===== config.mk =====
export PLATFORM = sky130hd
export DESIGN_NAME = iir_sched
export DESIGN_NICKNAME = d
export VERILOG_FILES = /design/src/rtl/iir_sched.sv
export SDC_FILE = /design/constraint.sdc
export NUM_CORES = 1
export LEC_CHECK = 0
export BUFFER_PORTS_ARGS = -buffer_cell sky130_fd_sc_hd__buf_2
export CAP_MARGIN = 20
export CORE_UTILIZATION = 45
export DETAILED_ROUTE_END_ITERATION = 6
export PLACE_DENSITY = 0.78
export SETUP_SLACK_MARGIN = 0.15
export SLEW_MARGIN = 25
export SYNTH_ARGS = -nofsm -noshare
export SYNTH_HDL_FRONTEND = slang
export SYNTH_SLANG_ARGS = --single-unit
export TNS_END_PERCENT = 5

===== constraint.sdc =====
create_clock -name clk -period 2.1 [get_ports clk]
set_input_delay 0 -clock clk [delete_from_list [all_inputs] [get_ports clk]]
set_output_delay 0 -clock clk [all_outputs]
set_load 0.05 [all_outputs]

===== src/rtl/iir_sched.sv =====
// rtl/iir_sched.sv - sample-rate scheduler sequencing one shared MAC over LP then HP biquad taps
// Optional feature macro: IIR_SCHED_OVERRUN_EN (sticky overrun flag; tied to 0 when undefined)
module iir_sched #(
  parameter int CLK_DIV = 64,
  parameter int TAPS    = 5,
  parameter int TW      = 3
) (
  input  logic          clk,
  input  logic          rst,
  input  logic          filter_rst,
  input  logic          mac_ready,
  output logic          sample_tick,
  output logic          ch_sel,
  output logic [TW-1:0] tap_idx,
  output logic          mac_clr,
  output logic          mac_valid,
  output logic          acc_latch,
  output logic          state_clr,
  output logic          overrun
);

  localparam int DW = $clog2(CLK_DIV);

  localparam logic [1:0] S_IDLE  = 2'd0;
  localparam logic [1:0] S_CLR   = 2'd1;
  localparam logic [1:0] S_TAP   = 2'd2;
  localparam logic [1:0] S_LATCH = 2'd3;

  // A full two-channel sequence must fit inside one sample period.
  if (CLK_DIV < 2 * (TAPS + 2) + 1) begin : g_bad_clk_div
    $error("iir_sched: CLK_DIV must be >= 2*(TAPS+2)+1");
  end
  if ((1 << TW) < TAPS) begin : g_bad_tw
    $error("iir_sched: TW too narrow to index TAPS");
  end

  logic [DW-1:0] r_div_cnt;
  logic [1:0]    r_state;
  logic          r_ch_sel;
  logic [TW-1:0] r_tap_idx;
  logic          r_state_clr;
  logic          w_tick;
  logic          w_last_tap;

  assign w_tick     = (r_div_cnt == DW'(CLK_DIV - 1));
  assign w_last_tap = (r_tap_idx == TW'(TAPS - 1));

  // Free-running sample divider; keeps counting through filter_rst.
  always_ff @(posedge clk or negedge rst) begin
    if (!rst) begin
      r_div_cnt <= '0;
    end else if (w_tick) begin
      r_div_cnt <= '0;
    end else begin
      r_div_cnt <= r_div_cnt + DW'(1);
    end
  end

  // Sequencer: CLR -> TAP x TAPS -> LATCH for low-pass, then the same for high-pass.
  always_ff @(posedge clk or negedge rst) begin
    if (!rst) begin
      r_state   <= S_IDLE;
      r_ch_sel  <= 1'b0;
      r_tap_idx <= '0;
    end else if (filter_rst) begin
      r_state   <= S_IDLE;
      r_ch_sel  <= 1'b0;
      r_tap_idx <= '0;
    end else begin
      case (r_state)
        S_IDLE: begin
          if (w_tick) begin
            r_state   <= S_CLR;
            r_ch_sel  <= 1'b0;
            r_tap_idx <= '0;
          end
        end
        S_CLR: begin
          r_state   <= S_TAP;
          r_tap_idx <= '0;
        end
        S_TAP: begin
          // Index only moves on a completed handshake so the MAC sees a stable operand.
          if (mac_ready) begin
            if (w_last_tap) begin
              r_state <= S_LATCH;
            end else begin
              r_tap_idx <= r_tap_idx + TW'(1);
            end
          end
        end
        default: begin
          r_tap_idx <= '0;
          if (!r_ch_sel) begin
            r_ch_sel <= 1'b1;
            r_state  <= S_CLR;
          end else begin
            r_ch_sel <= 1'b0;
            r_state  <= S_IDLE;
          end
        end
      endcase
    end
  end

  // Delay-line clear follows the filter hold one cycle later.
  always_ff @(posedge clk or negedge rst) begin
    if (!rst) begin
      r_state_clr <= 1'b0;
    end else begin
      r_state_clr <= filter_rst;
    end
  end

`ifdef IIR_SCHED_OVERRUN_EN
  logic r_overrun;

  // Sticky flag: a tick landed while a sequence was still busy and was dropped.
  always_ff @(posedge clk or negedge rst) begin
    if (!rst) begin
      r_overrun <= 1'b0;
    end else if (w_tick && (r_state != S_IDLE)) begin
      r_overrun <= 1'b1;
    end
  end

  assign overrun = r_overrun;
`else
  assign overrun = 1'b0;
`endif

  // Strobes are gated by filter_rst in the same cycle so the MAC sees nothing once the hold begins.
  assign sample_tick = w_tick;
  assign ch_sel      = r_ch_sel;
  assign tap_idx     = r_tap_idx;
  assign mac_clr     = (r_state == S_CLR)   && !filter_rst;
  assign mac_valid   = (r_state == S_TAP)   && !filter_rst;
  assign acc_latch   = (r_state == S_LATCH) && !filter_rst;
  assign state_clr   = r_state_clr;

endmodule


==> run summary, run 1 <==
Outcome - finished clean
RSZ-0062 raised after global routing - no
DIE WIDTH - 43.0 um
Mapped cell area - 757 um^2
Post-synthesis cell count - 73
Synth warn - 0
Critical path endpoint category - primary output
Vias - 563
First-iteration detailed-routing DRC count - 15
Leading area contributor after synthesis - dfrtp_1
Most common cell after layout, fill and taps aside - dfrtp_1
Worst setup SP type - flip-flop
Largest delay share family, worst path - flip-flops
Post-CTS Setup Repair Bufs - 0
Worst Reg-to-Reg Cells - 6
Post-synthesis net count - 85
Critical-path top delay cell - dfrtp_1
Crit Path Class - reg -> out
Vias in the first global route - 533
DRT Pass-1 Iters - 4
Class of the worst hold path - in -> reg
Crit-path max FO - 9
Final HPWL DP - 953 um
Leakage - 0.393 nW
Worst Path Arrival - 1.61 ns
Worst setup endpoint - mac_valid
Critical path depth - 4
Clock root cell - clkbuf_4
H-Tree Depth - 1
Fin crit share - 0.766
Setup TNS - 0 ns
Num rows - 14
Dpl cells - 98
RR Startpoint - r_state[0]$_DFFE_PN0P_
Initial core utilization - 0.491
Clock Tree Buf Depth - 2
Reg2reg end - r_state[0]$_DFFE_PN0P_
Share of cells above drive strength 1 - 0.261
Layout Cells excl Fill - 104
Initial antenna violation count - 0
Period minus WS final - 1.61 ns
First-pass GRT wire length - 2.24 mm
Area Overhead vs Synth - 14.2%
Post-layout nets - 101
CTS tree - yes
Post-route cell area - 865 um^2
Reg clk slew, reported paths - 0.09 ns
Top sig layer - met4
Power Dens Cells - 501 nW/um^2
Die Ht - 43.0 um
Post-route DRC - 0
Grt total ovfl - 0
Asr flop ratio synth - 1.00
WL met1 - 665 um
CTS sink count - 13
Worst setup path start - r_state[0]$_DFFE_PN0P_
Final-report hold violation count - 0
Post-DRT Antenna Nets - 0
Largest net degree at the start of global routing - 14
Cts bufs inserted - 3
Peak supply drop - 0.000291 V
Critical Path, Cell by Cell - inv_1, ha_1, nor2b_1, buf_2
Die area - 1850 um^2
Highest-count cells in the layout ignoring fill and taps - dfrtp_1 (13), buf_2 (12), ha_1 (8)
Synth Flop Type - dfrtp_1
Core area - 1540 um^2
Reg2Reg Setup Slack - 0.60 ns
Post-Route WL - 1.30 mm
Gpl congestion - 0.837
Worst skew pair latency - 0.28 ns
Top-Level Pins - 14
Max incr delay on CP - 0.43 ns
Wirelength per Cell - 12.5 um
# setup viols final - 0
Peak Freq - 0.622 GHz
CP required - 2.10 ns
Hold path startpoint - mac_ready
Core Util, Final - 0.561
Layout Skew - 0.00412 ns
Placed Area - 817 um^2
Total global-route track usage - 0.164
Largest cells by area after synthesis - dfrtp_1 (43%), ha_1 (13%), nor2b_1 (3.3%), o31ai_1 (3.0%), nand3_1 (2.6%)
Synth top area share - 0.430
Met3 wire length - 43 um
Met2 WL - 563 um
Setup ws final - 0.491 ns
Buf+Inv Stages, Crit Path - 2
IO buf count - 12
Post-CTS resize count - 0
Synth Register Bits - 13
Yosys cell types - 29
Vias per std cell - 5.41
Final Max Tran Viols - 0
Max Cap Viol - 0
Synthesized area per cell - 10.4 um^2
Pre-CTS setup slack - 0.637 ns
Post-synthesis sequential area ratio - 0.430
Ant. Diodes - 0
Post-synth EDFFs - 0
[worst min path at each step]
stage	to	slack (ns)	depth (start not counted)
2_1_floorplan	ch_sel$_DFFE_PN0P_	-0.30	0
3_3_place_gp	r_div_cnt[4]$_DFF_PN0_	-0.1	1
3_5_place_dp	r_div_cnt[2]$_DFF_PN0_	-0.1	1
4_1_cts	tap_idx[2]$_DFFE_PN0P_	0.06	3
5_1_grt	tap_idx[2]$_DFFE_PN0P_	0.08	3
6_report	tap_idx[2]$_DFFE_PN0P_	0.05	3
[cells by family (layout without fill, tap and decap cells)]
logic type                 after synthesis  count (layout)  share of synthesized area
adders and majority gates                8               8                      0.132
xor gates and xnor gates                 3               3                     0.0347
DFF                                     13              13                      0.430
other                                    1               1                    0.00495
buffers and inverters                    7              22                     0.0463
AOI/OAI and AO/OA                       17              17                      0.167
and+or+nand+nor                         24              24                      0.185
[area by class of cell]
cell class,count,area (um^2)
Tap cell,16,20.0
Fill cell,133,677
Timing Repair Buffer,14,80.1
Sequential cell,13,325
Inverter,4,15.0
Clock buffer,3,22.5
Multi-Input combinational cell,53,397
Clock inverter,1,5.00
[worst reg2reg max path, delay by kind of cell (launching register included)]
kind	cells	cell delay, ns
buffers and inverters	1	0.13
DFF	1	0.43
and+or+nand+nor	2	0.21
adders and majority gates	1	0.35
AOI/OAI and AO/OA	2	0.30
[flip-flops by register name, summed over array words and instances (netlist names)]
signal	cells
state_clr	1
tap_idx	3
ch_sel	1
r_div_cnt	6
r_state	2
[what timing repair did]
action                     4_1_cts  5_1_grt
setup endpoints to repair        0        0
hold buffers                     2        0
hold endpoints to repair        14        0
[per-layer routing]
metal / vias to the layer above / GRT usage
met5: - / 0
met4: 0 / 0.0909
met3: 4 / 0.0255
met2: 16 / 0.255
met1: 257 / 0.218
li1: 286 / -
[power by group]
part | leakage (nW) | total [mW] | switching (mW) | internal, mW
Sequential | 0.165 | 0.251 | 0.000169 | 0.251
Combinational | 0.211 | 0.0252 | 0.0183 | 0.00695
Clock | 0.0177 | 0.156 | 0.0859 | 0.0706
Total | 0.393 | 0.433 | 0.104 | 0.329
[through the flow]
stage	power, mW	hold slack (ns)
final	0.433	0.0542
after global routing	0.456	0.0791
after CTS	0.437	0.0570
after detailed placement	0.279	-0.0978
after global placement	0.279	-0.0985
after floorplan	0.271	-0.296
[synthesized netlist by cell type (all sizes together), types with 2 or more instances]
| master | instances |
|---|---|
| a31oi | 2 |
| o21ai | 4 |
| buf | 3 |
| inv | 4 |
| nand2 | 4 |
| nand3 | 5 |
| nor3 | 2 |
| nand4 | 2 |
| nor2 | 3 |
| xor2 | 2 |
| ha | 8 |
| nor2b | 4 |
| a21oi | 5 |
| nand4b | 2 |
| dfrtp | 13 |
| o31ai | 3 |
Power figures use the tool's default switching activity.
==> run 2: changes to the inputs <==
Settings changed: ABC_AREA from default to 1, PLACE_DENSITY 0.78 to 0.8.
Clock period 2.1 ns to 1.3 ns, I/O delays scaled along.
==> run summary, run 2 <==
Worst setup SP type - flip-flop
Highest-count cells in the layout ignoring fill and taps - nand2_1 (21), dfrtp_1 (10), inv_1 (9)
First-pass GRT wire length - 2.60 mm (+16%)
Die Ht - 43.3 um (+0.63%)
Final HPWL DP - 983 um (+3.1%)
Crit-path max FO - 4 (-5)
Initial antenna violation count - 0 (unchanged)
Post-Route WL - 1.60 mm (+23%)
Post-DRT Antenna Nets - 0 (unchanged)
Peak Freq - 0.788 GHz
Yosys cell types - 19 (-34%)
Setup ws final - 0.0316 ns (-0.460 ns)
Largest cells by area after synthesis - dfrtp_1 (42%), ha_1 (13%), nand2_1 (11%), inv_1 (6.4%), nand3_1 (5.2%)
Vias - 674 (+20%)
Crit Path Class - reg -> out
DRT Pass-1 Iters - 4 (unchanged)
CTS sink count - 13 (unchanged)
Clock Tree Buf Depth - 2 (unchanged)
Total global-route track usage - 0.191 (+0.0267)
Fin crit share - 0.976
Period minus WS final - 1.27 ns
Worst Path Arrival - 1.27 ns (-0.34 ns)
Mapped cell area - 767 um^2 (+1.3%)
Count leader, synth - nand2_1
Synth Flop Type - dfrtp_1
Clock root cell - clkbuf_4
Grt total ovfl - 0 (unchanged)
# setup viols final - 0 (unchanged)
CTS tree - yes
Max incr delay on CP - 0.40 ns (-0.03 ns)
Largest delay share family, worst path - flip-flops
Power Total - 1.54 mW (+250%)
Wirelength per Cell - 12.0 um (-3.7%)
Critical Path, Cell by Cell - inv_2, ha_4, inv_2, nor2_4, buf_6
Placed Area - 868 um^2 (+6.3%)
Reg clk slew, reported paths - 0.07 ns (-0.02 ns)
Critical-path top delay cell - dfrtp_1
Final-report hold violation count - 0 (unchanged)
Post-synthesis sequential area ratio - 0.424 (-0.00561)
Worst skew pair latency - 0.27 ns (about the same)
Most common cell after layout, fill and taps aside - nand2_1
Reg with most FFs - r_div_cnt
Buf+Inv Stages, Crit Path - 3 (+1)
Pre-CTS setup slack - 0.00940 ns (-0.627 ns)
Layout Skew - 0.00517 ns (+0.00105 ns)
Reg2Reg Setup Slack - 0.06 ns (-0.54 ns)
Asr flop ratio synth - 1.00 (unchanged)
Max Cap Viol - 0 (unchanged)
Share of cells above drive strength 1 - 0.410 (+0.149)
Cts bufs inserted - 3 (unchanged)
Synth Register Bits - 13 (unchanged)
Largest net degree at the start of global routing - 14 (unchanged)
Post-synth EDFFs - 0 (unchanged)
Initial core utilization - 0.498 (+0.00649)
Synth top area share - 0.424 (-0.00561)
Num rows - 14 (unchanged)
Final Max Tran Viols - 0 (unchanged)
Synthesized area per cell - 8.25 um^2 (-20%)
CP required - 1.30 ns (-0.80 ns)
Leading area contributor after synthesis - dfrtp_1
First-iteration detailed-routing DRC count - 4 (-11)
Outcome - finished clean
Leakage - 0.536 nW (+36%)
Peak supply drop - 0.00119 V (+310%)
Post-synthesis net count - 105 (+24%)
H-Tree Depth - 1 (unchanged)
Smallest hold slack - 0.129 ns (+0.0743 ns)
Ant. Diodes - 0 (unchanged)
Largest register FFs - 6 (unchanged)
Class of the worst hold path - in -> async
Post-route cell area - 1050 um^2 (+22%)
Crit-path most repeated cell - inv_2
Critical path endpoint category - primary output
Top cells by count, synth - nand2_1 (22), dfrtp_1 (13), inv_1 (13), nor2_1 (9)
Power Dens Cells - 1460 nW/um^2 (+190%)
Fill count - 119 (-11%)
Area Overhead vs Synth - 37.2%
Vias in the first global route - 672 (+26%)
Top-Level Pins - 14 (unchanged)
Post-route DRC - 0 (unchanged)
IO buf count - 12 (unchanged)
Synth warn - 0 (unchanged)
Post-synthesis cell count - 93 (+27%)
DIE WIDTH - 43.3 um (+0.63%)
Gpl congestion - 0.859 (+2.6%)
Post-layout nets - 130 (+29%)
Core area - 1540 um^2 (unchanged)
RSZ-0062 raised after global routing - yes
Die area - 1870 um^2 (+1.3%)
Vias per std cell - 5.07 (-6.4%)
## run 2: changes by cell type in the layout (fill, tap and decap cells not counted), sizes merged, moves of 2 or more
cell / before / now
nand3: 5 / 9
inv: 4 / 14
nor2: 3 / 10
o31ai: 3 / 0
nand2: 4 / 25
buf: 12 / 18
o21bai: 0 / 2
o21ai: 4 / 2
a31oi: 2 / 0
nor2b: 4 / 0
nand4b: 2 / 0
## run 2: where the power goes
| group | total (mW) | internal, mW | switching (mW) |
|---|---|---|---|
| logic | 0.786 | 0.302 | 0.484 |
| clock network | 0.237 | 0.119 | 0.118 |
| registers | 0.512 | 0.460 | 0.0522 |
## run 2: final timing paths
path	end	from	cells after the start
max	mac_valid	r_state[0]$_DFFE_PN0P_	5
min reg2reg	r_div_cnt[1]$_DFF_PN0_	r_div_cnt[0]$_DFF_PN0_	1
max in group asynchronous	r_state[1]$_DFFE_PN0P_	rst	2
min	tap_idx[0]$_DFFE_PN0P_	rst	2
min in group clk	tap_idx[0]$_DFFE_PN0P_	filter_rst	4
max reg2reg	tap_idx[0]$_DFFE_PN0P_	r_state[1]$_DFFE_PN0P_	7
## run 2: through the flow
step	cells	TNS [ns]	util
6_report	133	0	0.683
3_3_place_gp	122	0	0.563
3_5_place_dp	122	0	0.563
5_1_grt	133	-0.101	0.683
4_1_cts	133	0	0.661
2_1_floorplan	93	-0.812	-
## run 2: worst register-to-register path, cell delays in order, from the launching register on
cell and delay (ns):
dfrtp_2 0.44, inv_2 0.07, ha_2 0.18, nand2_1 0.07, o21bai_4 0.20, nand2_2 0.09
nand2_1 0.07, nand2_1 0.06
## run 2: cell families after synthesis
| family | share of synthesized area |
|---|---|
| xor+xnor | 0.0228 |
| compound gates | 0.0685 |
| buf+inv | 0.0783 |
| flops | 0.424 |
| fa+ha+maj | 0.131 |
| simple gates | 0.271 |
| other cells | 0.00489 |
## run 2: area by class of cell
type,instances,area [um^2],share of cell area
Clock buffer,4,26.3,0.0250
Inverter,14,52.6,0.0499
Multi-Input combinational cell,66,470,0.447
Sequential cell,13,329,0.313
Tap cell,16,20.0,0.0190
Timing Repair Buffer,20,154,0.146
## run 2: routing by layer
metal,vias to the layer above,global-route usage,wire [um]
met5,-,0,0
met4,0,0.0606,31
met3,4,0.0766,76
met2,17,0.331,813
met1,312,0.211,678
li1,341,-,-
## run 2: what timing repair did
action,4_1_cts,5_1_grt
hold buffers,2,0
pin swaps,7,3
endpoints found under the setup margin,10,10
gates cloned,1,0
gates resized for setup,20,8
hold endpoints to repair,14,0
buffers inserted,4,0
